## src/rtl/param_memory.sv

```systemverilog
// Parametrised single-port synchronous memory with per-byte enables, 1- or 2-cycle
// read latency, write-first read-during-write and a post-reset initialisation sweep.
module param_memory #(
    parameter int                DATA_W   = 8,
    parameter int                ADDR_W   = 4,
    parameter int                RD_LAT   = 1,
    parameter logic [DATA_W-1:0] INIT_VAL = {DATA_W{1'b0}}
) (
    input  logic                  clk,
    input  logic                  reset_n,
    input  logic                  wr_en,
    input  logic                  rd_en,
    input  logic [ADDR_W-1:0]     addr,
    input  logic [DATA_W-1:0]     data_in,
    input  logic [DATA_W/8-1:0]   be,
    output logic [DATA_W-1:0]     data_out,
    output logic                  rd_valid,
    output logic                  init_busy,
    output logic                  err
);

    localparam int                DEPTH     = 2 ** ADDR_W;
    localparam int                NB        = DATA_W / 8;
    localparam logic [ADDR_W-1:0] LAST_ADDR = {ADDR_W{1'b1}};
    localparam logic [ADDR_W-1:0] ADDR_ONE  = {{(ADDR_W-1){1'b0}}, 1'b1};

    typedef enum logic [0:0] {
        ST_INIT = 1'b0,
        ST_IDLE = 1'b1
    } state_t;

    state_t              state_r;
    state_t              state_nxt_s;
    logic [ADDR_W-1:0]   sweep_cnt_r;
    logic [ADDR_W-1:0]   sweep_cnt_nxt_s;
    logic                in_init_s;
    logic                wr_acc_s;
    logic                rd_acc_s;
    logic [DATA_W-1:0]   wr_word_s;
    logic [DATA_W-1:0]   rd_word_s;
    logic                out_vld_s;
    logic [DATA_W-1:0]   out_data_s;
    logic [DATA_W-1:0]   mem_r [0:DEPTH-1];
    logic [DATA_W-1:0]   data_out_r;
    logic                rd_valid_r;
    logic                init_busy_r;
    logic                err_r;

    function automatic logic [DATA_W-1:0] byte_merge(
        input logic [DATA_W-1:0] old_word,
        input logic [DATA_W-1:0] new_word,
        input logic [NB-1:0]     byte_en
    );
        logic [DATA_W-1:0] res;
        for (int k = 0; k < NB; k++) begin
            if (byte_en[k]) begin
                res[8*k +: 8] = new_word[8*k +: 8];
            end else begin
                res[8*k +: 8] = old_word[8*k +: 8];
            end
        end
        return res;
    endfunction

    assign in_init_s = (state_r == ST_INIT);
    assign wr_acc_s  = wr_en & ~in_init_s;
    assign rd_acc_s  = rd_en & ~in_init_s;
    assign wr_word_s = byte_merge(mem_r[addr], data_in, be);
    // Write-first: a read in the same cycle as an accepted write sees the merged word.
    assign rd_word_s = wr_acc_s ? wr_word_s : mem_r[addr];

    // Next-state logic for the init sweep / serving FSM
    always_comb begin
        state_nxt_s     = state_r;
        sweep_cnt_nxt_s = sweep_cnt_r;
        case (state_r)
            ST_INIT: begin
                sweep_cnt_nxt_s = sweep_cnt_r + ADDR_ONE;
                if (sweep_cnt_r == LAST_ADDR) begin
                    state_nxt_s = ST_IDLE;
                end else begin
                    state_nxt_s = ST_INIT;
                end
            end
            ST_IDLE: begin
                state_nxt_s = ST_IDLE;
            end
            default: begin
                state_nxt_s     = ST_INIT;
                sweep_cnt_nxt_s = {ADDR_W{1'b0}};
            end
        endcase
    end

    // FSM state, sweep counter and status outputs
    always_ff @(posedge clk or negedge reset_n) begin
        if (!reset_n) begin
            state_r     <= ST_INIT;
            sweep_cnt_r <= {ADDR_W{1'b0}};
            init_busy_r <= 1'b1;
            err_r       <= 1'b0;
        end else begin
            state_r     <= state_nxt_s;
            sweep_cnt_r <= sweep_cnt_nxt_s;
            init_busy_r <= (state_nxt_s == ST_INIT);
            err_r       <= in_init_s & (wr_en | rd_en);
        end
    end

    // Storage array; contents survive reset and are rewritten by the sweep
    always_ff @(posedge clk) begin
        if (in_init_s) begin
            mem_r[sweep_cnt_r] <= INIT_VAL;
        end else if (wr_acc_s) begin
            mem_r[addr] <= wr_word_s;
        end
    end

    generate
        if (RD_LAT == 2) begin : g_lat2
            logic              p_valid_r;
            logic [DATA_W-1:0] p_data_r;

            // Extra read stage for the two-cycle latency build
            always_ff @(posedge clk or negedge reset_n) begin
                if (!reset_n) begin
                    p_valid_r <= 1'b0;
                    p_data_r  <= {DATA_W{1'b0}};
                end else begin
                    p_valid_r <= rd_acc_s;
                    if (rd_acc_s) begin
                        p_data_r <= rd_word_s;
                    end
                end
            end

            assign out_vld_s  = p_valid_r;
            assign out_data_s = p_data_r;
        end else begin : g_lat1
            assign out_vld_s  = rd_acc_s;
            assign out_data_s = rd_word_s;
        end
    endgenerate

    // Output read register; data holds while no read completes
    always_ff @(posedge clk or negedge reset_n) begin
        if (!reset_n) begin
            rd_valid_r <= 1'b0;
            data_out_r <= {DATA_W{1'b0}};
        end else begin
            rd_valid_r <= out_vld_s;
            if (out_vld_s) begin
                data_out_r <= out_data_s;
            end
        end
    end

    assign data_out  = data_out_r;
    assign rd_valid  = rd_valid_r;
    assign init_busy = init_busy_r;
    assign err       = err_r;

endmodule
```

## config.mk

```make
export PLATFORM = sky130hd
export DESIGN_NAME = param_memory
export DESIGN_NICKNAME = d
export VERILOG_FILES = /design/src/rtl/param_memory.sv
export SDC_FILE = /design/constraint.sdc
export NUM_CORES = 1
export LEC_CHECK = 0
export CORE_UTILIZATION = 35
export CTS_CLUSTER_DIAMETER = 50
export CTS_CLUSTER_SIZE = 24
export DETAILED_ROUTE_END_ITERATION = 12
export SETUP_SLACK_MARGIN = 0.2
export SYNTH_ARGS = -nofsm -noshare
export SYNTH_HDL_FRONTEND = slang
export SYNTH_SLANG_ARGS = --single-unit
```

## constraint.sdc

```tcl
create_clock -name clk -period 2.4 [get_ports clk]
set_input_delay 0.24 -clock clk [delete_from_list [all_inputs] [get_ports clk]]
set_output_delay 0.24 -clock clk [all_outputs]
set_load 0.05 [all_outputs]
```

After elaboration in Yosys (flattened, before gate mapping)
Memory sizes are Yosys's and may differ from the RTL's.
Index checks and enable logic that the tools add are counted.
{ "word_totals": {"out_inout_bits": 11, "romBits": 0, "reg_bits": 16, "latchBits": 0, "n_memories": 1, "mem_bits_rw": 128} }
{ "mem_list": {"columns": ["memory", "depth", "width", "rd", "rd_clocked_by_memory_dff", "write_ports", "line", "source"], "rows": [
  ["mem_r", 16, 8, 1, 0, 1, "43", "logic [DATA_W-1:0] mem_r [0:DEPTH-1];"]
]} }
{ "classes": {"n_mux": 11, "n_lt_le_gt_ge": 0, "multipliers": 0, "n_eq_ne": 1, "n_shift": 0, "div": 0, "n_reduce_logical": 1, "addsub": 1, "bitwise": 6} }
{ "op_table": {"columns": ["op", "count"], "rows": [
  ["$mux W8", 3],
  ["$reduce_or A8 Y1", 1],
  ["$mux W1", 6],
  ["$add A4 B1 Y4 const B", 1],
  ["$eq A4 B4 Y1 const B", 1],
  ["$mux W4", 1],
  ["$and A1 B1 Y1", 3],
  ["$not A1 Y1", 2],
  ["$pmux W1 S2", 1],
  ["$or A1 B1 Y1", 1]
]} }

Depth between registers and ports, before layout
Gate-level depths: netlist (run 1).
{ "depth": {"depth_word": 6, "depth_mapped": 6, "depth_no_buf": 5} }

Worst setup path after synthesis (run 1)
OpenSTA, ideal clock, no wires.
{ "synth_path": {"kind": "input to register", "start": "in addr[0]", "end": "mem mem_r[0][6], data pin", "t_required_ns": 2.064, "path_stages": 6, "slack_ns": 0.483, "setup_ns": 0.336, "arrival_time_ns": 1.581, "cell_sequence": "buf_6 > buf_4 > mux4_2 > a22o_1 > nor2_1 > o22ai_1"} }
{ "synth_between": {"elab_chain_cells": 3} }
{ "synth_rtl": {"columns": ["item", "line", "source"], "rows": [
  ["start, declared", "13", "input logic [ADDR_W-1:0] addr,"],
  ["$mem_v2 Z16 W8", null, null],
  ["$mux W8", "56", "if (byte_en[k]) begin"],
  ["$mux W8 (no line)", null, null],
  ["end, declared", "43", null]
]} }
No other way between the ends.

Worst setup path in the final report (run 1)
{ "layout_path": {"start": "reg init_busy_r, in the netlist init_busy", "end": "out init_busy"} }
{ "layout_rtl": {"columns": ["item", "line", "source"], "rows": [
  ["start, declared", "46", "logic init_busy_r;"],
  ["start signal, assigned", "105", "init_busy_r <= (state_nxt_s == ST_INIT);"],
  ["end, declared", "18", "output logic init_busy,"]
]} }
No word-level cell between the ends.

==> results.json, run 1 <==
{
  "status": "complete, no violations",
  "post_cts_buffers": 0,
  "min_path_type": "in -> async",
  "hold_viol_final": 0,
  "vias": 3199,
  "clock_skew_ns": 0.00742,
  "netlist_top_cells_area": "edfxtp_1 (66%), mux4_2 (12%), dfrtp_1 (6.5%), a22o_1 (2.4%), nor2_1 (1.6%)",
  "ys_ff_latch": 144,
  "synthSimpleGateAreaFrac_pct": 4.95,
  "die_area_um2": 17000,
  "dpl_worst_slack_ns": 0.0648,
  "avgRoutedWirePerCell_um": 21.8,
  "drt_wl_total_um": 13300,
  "area_growth_pct": 24.8,
  "fin_crit_ns": 1.95,
  "worst_hold_slack_ns": 0.252,
  "grt_pass1_vias": 3188,
  "drt_iter0_markers": 335,
  "finalMaxSlewViolations": 0,
  "fin_tns_setup_ns": 0,
  "comb_power_share_pct": 8.2,
  "htree_levels": 4,
  "clkLatencyLatePin_ns": 0.42,
  "cp_max_fo": 1,
  "synth-edff-count": 128,
  "drtAntennaViolNets": 0,
  "fin_area_um2": 7220,
  "synth_most_common_cell": "edfxtp_1",
  "worst_setup_path_start_kind": "register",
  "synth-xor-area-share_pct": 0.454,
  "critPathMaxStageDelay_ns": 0.78,
  "critical_path.top_delay_family": "buffers and inverters",
  "crit_chain": "clkdlybuf4s50_1",
  "ios": 28,
  "clockRootBuffer": "clkbuf_16",
  "dr.pass1.iters": 5,
  "ir_drop_uv": 637,
  "synth.area.mux_share_pct": 12.8,
  "grt_pass1_wl_um": 19800,
  "p_switching_mw": 1.30,
  "clockBufferDepth": 2,
  "layout-drive-gt1-share_pct": 28.5,
  "max-slew-margin-rel_pct": 48.7,
  "power_frac_clock_pct": 45.3,
  "crit_slowest_cell": "clkdlybuf4s50_1",
  "seqPwrFrac_pct": 46.5,
  "die_w_um": 131,
  "synth_top_cell_by_area": "edfxtp_1",
  "fmax_mhz": 512,
  "cp.required_ns": 2.16,
  "cts_resized": 0,
  "endpoint_kind": "output pin",
  "tritoncts": "built",
  "clkSinkCount": 144,
  "grt_max_degree": 37,
  "cp.arrival_ns": 1.71,
  "rows": 46,
  "antenna_found_initial": 0,
  "period_share_pct": 81.4,
  "syn_area_per_cell_um2": 18.5,
  "synth_top_family_by_area": "multiplexers",
  "path_class": "reg -> out",
  "yosys-top-cells-count": "edfxtp_1 (128), mux4_2 (30), nor2_1 (24)",
  "p_int_mw": 4.74,
  "tightestPinTransition_ns": 0.768,
  "grt.met1_usage_pct": 24.0,
  "placed_area_um2": 6600,
  "powerDensity_nw_per_um2": 838,
  "synth_nets": 330,
  "yosys_warnings": 0,
  "gr-usage-all-layers_pct": 17.1,
  "synth_compound_area_share_pct": 6.10,
  "ys_types": 37,
  "finalSetupViolCount": 0,
  "coreArea_um2": 16000,
  "numCtsBuffers": 17,
  "fin_nets": 401,
  "synth.top_cell.area_share_pct": 66.5,
  "busiest_layer": "met2",
  "drc": 0,
  "hold_buffers": 0,
  "p_leak_nw": 2.49,
  "fin_ws_ns": 0.447,
  "dp.cells": 580,
  "gp_congestion": 0.750,
  "synth-async-reset-ratio_pct": 11.1,
  "diodes": 0,
  "gr-usage-met2_pct": 25.0,
  "stdcell_count": 612,
  "rsz0062_at_grt": "no",
  "clk_pin_slew_worst_paths_ns": 0.06,
  "dieHeight_um": 131,
  "syn_inst": 312,
  "synth_flop_cell": "edfxtp_1",
  "yosysSeqAreaShare_pct": 73.4,
  "start_util_pct": 36.2,
  "drv_cap": 0,
  "port-buffer-count": 27,
  "synth_fa_ha_area_share_pct": 0.216,
  "grtUsageMet3_pct": 5.33,
  "viasPerCell": 5.23,
  "power_switching_share_pct": 21.6,
  "synth_area_um2": 5780,
  "gr-total-overflow": 0,
  "dpl.hpwl_um": 8440,
  "cp_num_buf_inv": 1
}
==> cells by family (layout without fill, tap and decap cells) <==
| kind of cell | Yosys count | count (layout) |
|---|---|---|
| xor+xnor | 3 | 3 |
| flops | 144 | 144 |
| fa+ha+maj | 1 | 1 |
| compound gates | 49 | 49 |
| mux | 33 | 33 |
| simple gates | 60 | 60 |
| buf+inv | 22 | 106 |
==> power groups by stage <==
stage	logic, mW	registers (mW)	clock network (mW)
3_3_place_gp	0.492	2.86	0
5_1_grt	0.529	2.82	2.88
6_report	0.495	2.81	2.74
2_1_floorplan	0.216	2.93	0
4_1_cts	0.497	2.81	2.77
3_5_place_dp	0.495	2.86	0
==> cell type report <==
class / count / area (µm²)
Inverter: 4 / 15.0
Clock inverter: 13 / 185
Tap cell: 216 / 270
Fill cell: 1391 / 8780
Clock buffer: 19 / 433
Multi-Input combinational cell: 146 / 1420
Timing Repair Buffer: 70 / 651
Sequential cell: 144 / 4250
==> final timing paths <==
path / depth (start not counted) / start / slack [ns] / end
setup / recovery: 1 / init_busy / 0.45 / init_busy
hold / removal: 1 / reset_n / 0.25 / data_out[6]
setup reg to reg: 5 / mem_r[10][4] / 0.57 / mem_r[2][4]
hold reg to reg: 1 / state_r / 0.52 / err
max in group asynchronous: 1 / reset_n / 1.70 / data_out[0]
min in group clk: 3 / rd_en / 0.43 / err
==> metal layers <==
metal	vias up	wire, µm
li1	1414	-
met1	1622	6050
met2	139	5920
met3	24	1130
met4	0	251
met5	-	0
==> sequential cells by signal, summed over array words and instances (netlist names) <==
name	count
data_out	8
err	1
init_busy	1
mem_r	128
rd_valid	1
state_r	1
sweep_cnt_r	4
==> stage by stage <==
step / utilization, % / total power, mW
floorplan: - / 3.15
global placement: 41.2 / 3.35
detailed placement: 41.2 / 3.36
CTS: 45.1 / 6.08
global route: 45.1 / 6.22
finish: 45.1 / 6.05
==> layout by cell type (no fill, tap or decap), types with 3 or more instances in the layout <==
cell / n
clkbuf_16: 17
nor2_2: 7
dfrtp_1: 15
o22ai_1: 8
clkinv_4: 3
nor2_1: 24
a31oi_1: 4
clkdlybuf4s50_1: 26
nand2_1: 12
bufinv_16: 4
a22oi_1: 7
inv_1: 4
buf_4: 38
mux4_2: 30
o21ai_1: 8
edfxtp_1: 128
a22o_1: 16
xnor2_1: 3
buf_12: 5
nor2b_1: 3
No activity file was read; power rests on OpenSTA's default activity.
==> run 2: changes to the inputs <==
==> constraint.sdc (replaced) <==
create_clock -name clk -period 1.8 [get_ports clk]
set_input_delay 0.18 -clock clk [delete_from_list [all_inputs] [get_ports clk]]
set_output_delay 0.18 -clock clk [all_outputs]
set_load 0.05 [all_outputs]
==> results.json, run 2 (synthesis gave the netlist of run 1 again) <==
{
  "status": "complete, no violations",
  "endpoint_kind": "register",
  "fin_nets": 433,
  "multi_input_area_um2": 1990,
  "die_area_um2": 17000,
  "worst_setup_path_start_kind": "register",
  "avgRoutedWirePerCell_um": 23.8,
  "vias": 3506,
  "fin_ws_ns": 0.0606,
  "drc": 0,
  "min_path_type": "in -> async",
  "layout-drive-gt1-share_pct": 46.1,
  "drt_iter0_markers": 340,
  "fin_tns_setup_ns": 0,
  "grt_pass1_wl_um": 22300,
  "power_frac_clock_pct": 42.5,
  "powerDensity_nw_per_um2": 986,
  "grt_pass1_vias": 3501,
  "power_switching_share_pct": 22.8,
  "max-slew-margin-rel_pct": 64.8,
  "n_fill_cell": 1305,
  "p_int_mw": 6.28,
  "tritoncts": "built",
  "cp.required_ns": 1.94,
  "clk_pin_slew_worst_paths_ns": 0.06,
  "port-buffer-count": 27,
  "hold_buffers": 0,
  "cp.arrival_ns": 1.88,
  "clkLatencyLatePin_ns": 0.42,
  "area_growth_pct": 42.6,
  "start_util_pct": 36.2,
  "finalMaxSlewViolations": 0,
  "final_core_util_pct": 51.6,
  "drv_cap": 0,
  "fin_crit_ns": 1.74,
  "die_w_um": 131,
  "cp_max_fo": 8,
  "finalPower_mw": 8.14,
  "clock_skew_ns": 0.00617,
  "top_register": "mem_r",
  "dpl_worst_slack_ns": -0.415,
  "path_class": "reg -> reg",
  "viasPerCell": 5.45,
  "antenna_found_initial": 0,
  "gr-usage-all-layers_pct": 19.3,
  "clkSinkCount": 144,
  "gr-total-overflow": 0,
  "dpl.hpwl_um": 9070,
  "dr.pass1.iters": 4,
  "worst_hold_slack_ns": 0.0779,
  "rsz0062_at_grt": "yes",
  "drt_wl_total_um": 15300,
  "p_leak_nw": 2.79,
  "layout_common_cells": "edfxtp_1 (128), mux4_2 (32), buf_12 (23)",
  "hold_viol_final": 0,
  "drtAntennaViolNets": 0,
  "grt_max_degree": 18,
  "clockRootBuffer": "clkbuf_16",
  "finalSetupViolCount": 0,
  "gp_congestion": 0.731,
  "numCtsBuffers": 17,
  "final_common_cell": "edfxtp_1",
  "tightestPinTransition_ns": 0.530,
  "seqCellArea_um2": 4250,
  "fmax_mhz": 575,
  "coreArea_um2": 16000,
  "diodes": 0,
  "rows": 46,
  "dieHeight_um": 131,
  "largest_reg_flops": 128,
  "p_switching_mw": 1.85,
  "ir_drop_uv": 774,
  "period_share_pct": 96.6,
  "seqPwrFrac_pct": 46.1,
  "comb_power_share_pct": 11.5,
  "ios": 28,
  "clockBufferDepth": 2,
  "htree_levels": 4
}
-- run 2: metrics by stage --
stage | area, µm² | std cells
2_1_floorplan | 6050 | 312
3_3_place_gp | 7110 | 592
3_5_place_dp | 7110 | 592
4_1_cts | 8060 | 640
5_1_grt | 8250 | 643
6_report | 8250 | 643
-- run 2: power groups by stage --
stage / Clock [mW] / Sequential [mW] / Combinational [mW]
after global routing: 3.61 / 3.75 / 0.986
after global placement: 0 / 3.82 / 0.752
after CTS: 3.50 / 3.75 / 0.879
after detailed placement: 0 / 3.82 / 0.759
after floorplan: 0 / 3.91 / 0.355
final: 3.45 / 3.75 / 0.933
-- run 2: final timing paths --
kind	slack [ns]	from	depth (start not counted)	endpoint
min in group clk	0.37	rd_en	3	err
max in group asynchronous	1.47	reset_n	2	init_busy
hold / removal	0.08	reset_n	2	data_out[3]
setup reg to reg	0.06	mem_r[2][4]	4	mem_r[13][4]
setup / recovery	0.06	mem_r[2][4]	4	mem_r[13][4]
hold reg to reg	0.51	data_out[5]	2	data_out[5]
-- run 2: routing by layer --
metal / routed length [µm] / GRT usage [%] / vias to the layer above
met5: 0 / 0 / -
met4: 299 / 7.44 / 0
met3: 907 / 4.19 / 24
met2: 7540 / 30.4 / 133
met1: 6580 / 26.4 / 1841
li1: - / - / 1508
-- run 2: area by class of cell --
type	instances	area share (%)
multi-input combinational	154	24.1
timing repair buffer	94	14.0
clock inverter	13	1.77
sequential	144	51.5
inverter	4	0.182
tap	216	3.28
clock buffer	18	5.20
-- run 2: timing repair --
item | 4_1_cts | 5_1_grt
endpoints found under the setup margin | 271 | 264
gates cloned | 8 | 1
setup buffers | 9 | 2
pin swaps | 27 | 25
resized for setup | 50 | 37
-- run 2: critical path: stages (launching register included) --
cell and delay (ns):
edfxtp_1 0.39, mux4_2 0.48, a22o_1 0.25, nor2_4 0.18, o22ai_4 0.14
==> run 3: changes to the inputs <==
--- a/config.mk
+++ b/config.mk
@@ -6,7 +6,7 @@
 export NUM_CORES = 1
 export LEC_CHECK = 0
 export CORE_UTILIZATION = 35
-export CTS_CLUSTER_DIAMETER = 50
+export CTS_CLUSTER_DIAMETER = 200
 export CTS_CLUSTER_SIZE = 24
 export DETAILED_ROUTE_END_ITERATION = 12
 export SETUP_SLACK_MARGIN = 0.2
==> results of run 3 <==
Final layout, timing and power as in run 2 (identical DEF).
==> variant 1: new RTL, flow settings as in run 3 <==
Register the output `data_out` once more, with the module's reset; this adds one clock of latency there. The other outputs are not delayed to match.
--- a/src/rtl/param_memory.sv
+++ b/src/rtl/param_memory.sv
@@ -155,7 +155,13 @@
         end
     end
 
-    assign data_out  = data_out_r;
+    always_ff @(posedge clk or negedge reset_n) begin
+        if (!reset_n) begin
+            data_out <= '0;
+        end else begin
+            data_out <= data_out_r;
+        end
+    end
     assign rd_valid  = rd_valid_r;
     assign init_busy = init_busy_r;
     assign err       = err_r;
Check against the original RTL: no difference found for any inputs over 10 cycles, from zero or initial values and one cycle with reset_n low; that may be too few to reach the edited logic, so the function may still have changed.
==> variant 1 against run 3 <==
Power is 5.5% higher; design area grew 2.2%; cell count up 0.62%; critical path depth up 1; worst setup slack lost 0.014 ns; hold slack better by 0.036 ns; core utilization shrank 0.89 points; global-route usage fell by 1.3 points; synthesized area is 3.5% higher; non-clock buffer count down 5; critical path type unchanged; combinational power shrank 6.4%; wire length decreased by 1.8%; sequential cell count rose by 8; clock power is 8.7% higher.
==> variant 1: results (changes against run 3) <==
{| class="wikitable"
! Metric !! Value
|-
| Status || complete, no violations
|-
| Met2 demand-to-capacity share in global routing || 0.305 (+0.000875)
|-
| Pin count of the biggest net entering global routing || 25 (+7)
|-
| Number of optimization iterations in the first detailed-route pass || 5 (+1)
|-
| Detailed-route wire length per cell || 23.3 um (-2.4%)
|-
| Area share of the largest cell type after synthesis || 0.642 (-0.0222)
|-
| Nets || 432 (-0.23%)
|-
| GR Layer Usage met3 || 0.0498 (+0.00787)
|-
| WP data arrival || 1.93 ns (+0.05 ns)
|-
| Cell count after synthesis || 320 (+2.6%)
|-
| Dpl ws || -0.588 ns (-0.173 ns)
|-
| Number of cells on the worst reg-to-reg path || 5 (+1)
|-
| Global-route wire length before repair || 22,100 um (-0.78%)
|-
| Post-DP HPWL || 9020 um (-0.53%)
|-
| LEAKAGE || 2.91 nW (+4.6%)
|-
| GR Util met1 || 0.225 (-0.0389)
|-
| Largest fanout on the critical path || 16 (+8)
|-
| PostCTS Resize Cnt || 45 (-10%)
|-
| Fin cells || 647 (+0.62%)
|-
| Weighted congestion reported at the end of routability-driven placement || 0.774 (+5.9%)
|-
| Top cells by area in the synthesized netlist || sky130_fd_sc_hd__edfxtp_1, sky130_fd_sc_hd__mux4_2, sky130_fd_sc_hd__dfrtp_1
|-
| Dpl cells || 599 (+1.2%)
|-
| Horizontal extent of the die || 133 um (+1.7%)
|-
| Buffer count from post-CTS setup fixing || 6 (-3)
|-
| Max-slew headroom || 0.658 (+0.0102)
|-
| Vias in the first global route || 3,578 (+2.2%)
|}
==> variant 1: cell count changes after synthesis <==
| cell | run 3 | this run |
|---|---|---|
| sky130_fd_sc_hd__dfrtp_1 | 15 | 23 |
==> variant 1: cell families after synthesis <==
family | synth area share
AO/OA/AOI/OAI | 0.0590
XOR/XNOR | 0.00439
adder cells (fa/ha/maj) | 0.00209
buffers and inverters | 0.0203
flip-flops | 0.743
multiplexers | 0.124
AND/OR/NAND/NOR | 0.0479
==> variant 1: power breakdown <==
| group | leakage [nW] | switching [mW] | internal, mW |
|---|---|---|---|
| clock | 0.302 | 1.42 | 2.33 |
| combinational | 1.14 | 0.495 | 0.378 |
| sequential | 1.47 | 0.0260 | 3.93 |
| total | 2.91 | 1.94 | 6.64 |
==> variant 1: worst min-delay path by stage <==
stage | startpoint | end | slack, ns | depth (start not counted)
floorplan | reset_n | data_out[0] | -0.12 | 0
global placement | data_out_r[6] | data_out[6] | 0.36 | 0
detailed placement | data_out_r[4] | data_out[4] | 0.37 | 0
CTS | reset_n | state_r | 0.10 | 2
global route | reset_n | data_out_r[0] | 0.13 | 2
finish | reset_n | sweep_cnt_r[3] | 0.11 | 2
==> variant 1: per-layer routing <==
layer / wire (um) / share of wire
met1: 6120 / 0.41
met2: 7740 / 0.51
met3: 1020 / 0.068
met4: 175 / 0.012
met5: 0 / 0
==> variant 1: final cells by class <==
| cell class | instances | area [um^2] |
|---|---|---|
| clock buffers | 18 | 429 |
| clock inverters | 14 | 195 |
| fillers | 1329 | 8210 |
| inverters | 4 | 15.0 |
| multi-input cells | 150 | 1910 |
| flip-flops and latches | 152 | 4450 |
| well taps | 220 | 275 |
| repair buffers | 89 | 1160 |
==> variant 2: new RTL, settings of run 3 <==
Made on the original files. Change the parameter `ADDR_W` from 4 to 3.
--- a/src/rtl/param_memory.sv
+++ b/src/rtl/param_memory.sv
@@ -2,7 +2,7 @@
 // read latency, write-first read-during-write and a post-reset initialisation sweep.
 module param_memory #(
     parameter int                DATA_W   = 8,
-    parameter int                ADDR_W   = 4,
+    parameter int                ADDR_W   = 3,
     parameter int                RD_LAT   = 1,
     parameter logic [DATA_W-1:0] INIT_VAL = {DATA_W{1'b0}}
 ) (
Interface: changed (resized addr); port bits go from 28 to 27. No check against the original RTL was run, so the function may have changed too.
==> variant 2 against run 3 <==
Sequential cell count decreased by 65; fmax is 9.3% higher; worst setup slack gained 0.15 ns; synthesized area down 42%; global-route usage is 3.6 points lower; wire length decreased by 52%; power down 47%; design area down 45%; critical path type unchanged.
==> variant 2: results (changes against run 3) <==
{| class="wikitable"
! Metric !! Value
|-
| CTS H-Tree Depth || 3 (-1)
|-
| Dpl ws || -0.156 ns (+0.259 ns)
|-
| Max-slew headroom || 0.672 (+0.0241)
|-
| CTS Root Cell || sky130_fd_sc_hd__clkbuf_8
|-
| Ys async rst share || 0.190 (+0.0788)
|-
| Top cells by area in the synthesized netlist || sky130_fd_sc_hd__edfxtp_1, sky130_fd_sc_hd__dfrtp_1, sky130_fd_sc_hd__mux2i_1
|-
| Detailed-route vias per instance || 4.89 (-10%)
|-
| Average cell area after synthesis || 15.0 um^2 (-19%)
|-
| Number of buffers inserted during clock tree synthesis || 9 (-8)
|-
| Global-route wire length before repair || 11,500 um (-48%)
|-
| Detailed-route wire length per cell || 16.9 um (-29%)
|-
| Global-route usage over all layers || 0.158 (-0.0355)
|-
| Proportion of layout cells with a drive suffix above 1 || 0.331 (-0.130)
|-
| Pin count of the biggest net entering global routing || 16 (-2)
|-
| Largest register FFs || 64 (-50%)
|-
| Largest fanout on the critical path || 6 (-2)
|-
| Number of cells on the worst reg-to-reg path || 3 (-1)
|-
| Kind of cell adding the most delay to the critical path || simple AND/OR/NAND/NOR gates
|-
| Count of cell types in the netlist || 32 (-14%)
|-
| Clock insertion delay at the later pin of the skew report || 0.35 ns (-0.07 ns)
|-
| Syn_nets || 243 (-26%)
|-
| Clock Skews || 0.00854 ns (+0.00237 ns)
|-
| Dpl cells || 411 (-31%)
|-
| Launch point of the worst reg-to-reg path || state_r
|-
| FF-to-FF End || mem_r[3][3]
|-
| WP data arrival || 1.66 ns (-0.22 ns)
|-
| IO Port Bufs || 26 (-3.7%)
|-
| LEAKAGE || 1.75 nW (-37%)
|-
| Final worst path period share || 0.884 (-0.0823)
|-
| Number of enable-type register cells in the synthesized netlist || 64 (-50%)
|-
| Status || complete, no violations
|-
| Number of buffers between clock root and the deepest sink || 2 (unchanged)
|-
| Cell Area, Placed || 0.00414 mm^2 (-42%)
|-
| Maximum single-stage delay on the critical path || 0.51 ns (+0.03 ns)
|-
| Proportion of synthesized chip area in sequential cells || 0.682 (-0.0523)
|-
| Slowest-stage cell, CP || sky130_fd_sc_hd__or3b_2
|-
| Final WL || 7320 um (-52%)
|-
| Number of filler instances in the final layout || 824 (-37%)
|-
| Violation count after the first detailed-route iteration || 98 (-71%)
|-
| Most common library cells after synthesis || sky130_fd_sc_hd__edfxtp_1, sky130_fd_sc_hd__mux2i_1, sky130_fd_sc_hd__a22oi_1
|-
| Nets || 318 (-27%)
|-
| Largest voltage drop on the vdd net || 0.550 mV (-29%)
|-
| Vias in the first global route || 2,214 (-37%)
|-
| Clock transition time at the flip-flop clock pins of the worst setup and hold paths || 0.08 ns (+0.02 ns)
|}
## variant 2: cell type report
| class | instances | area, um^2 | share of cell area |
|---|---|---|---|
| Clock buffer | 10 | 128 | 0.0283 |
| Clock inverter | 6 | 140 | 0.0311 |
| Inverter | 4 | 15.0 | 0.00334 |
| Multi-Input combinational cell | 130 | 1060 | 0.235 |
| Sequential cell | 79 | 2300 | 0.511 |
| Tap cell | 129 | 161 | 0.0359 |
| Timing Repair Buffer | 76 | 698 | 0.155 |
## variant 2: timing repair
action                     4_1_cts  5_1_grt
pin swaps                        2        4
gates resized for setup         15       12
setup buffers                    6        1
setup endpoints to repair       62      119
## variant 2: worst min-delay path by stage
| stage | from | depth (start not counted) | slack [ns] | to |
|---|---|---|---|---|
| after floorplan | reset_n | 0 | -0.12 | data_out[0] |
| after global placement | sweep_cnt_r[0] | 1 | 0.49 | sweep_cnt_r[0] |
| after detailed placement | sweep_cnt_r[0] | 1 | 0.50 | sweep_cnt_r[0] |
| after CTS | reset_n | 2 | 0.13 | data_out[4] |
| after global routing | reset_n | 2 | 0.14 | data_out[6] |
| final | reset_n | 2 | 0.14 | data_out[4] |
## variant 2: power by group
part / switching [mW] / internal, mW
logic: 0.314 / 0.214
registers: 0.0204 / 2.05
clock network: 0.655 / 1.08
## variant 2: cells by family after synthesis
family	count (synthesis)	synth area share
adder cells (fa/ha/maj)	2	0.00742
multiplexers	34	0.102
flip-flops	79	0.682
AND/OR/NAND/NOR	43	0.0620
AO/OA/AOI/OAI	50	0.113
XOR/XNOR	1	0.00260
buffers and inverters	16	0.0319
## variant 2: metal layers
metal,global-route usage,up-vias,part of all wire
li1,-,1017,-
met1,0.202,1053,0.43
met2,0.256,40,0.50
met3,0.0446,12,0.042
met4,0.0602,0,0.020
met5,0,-,0
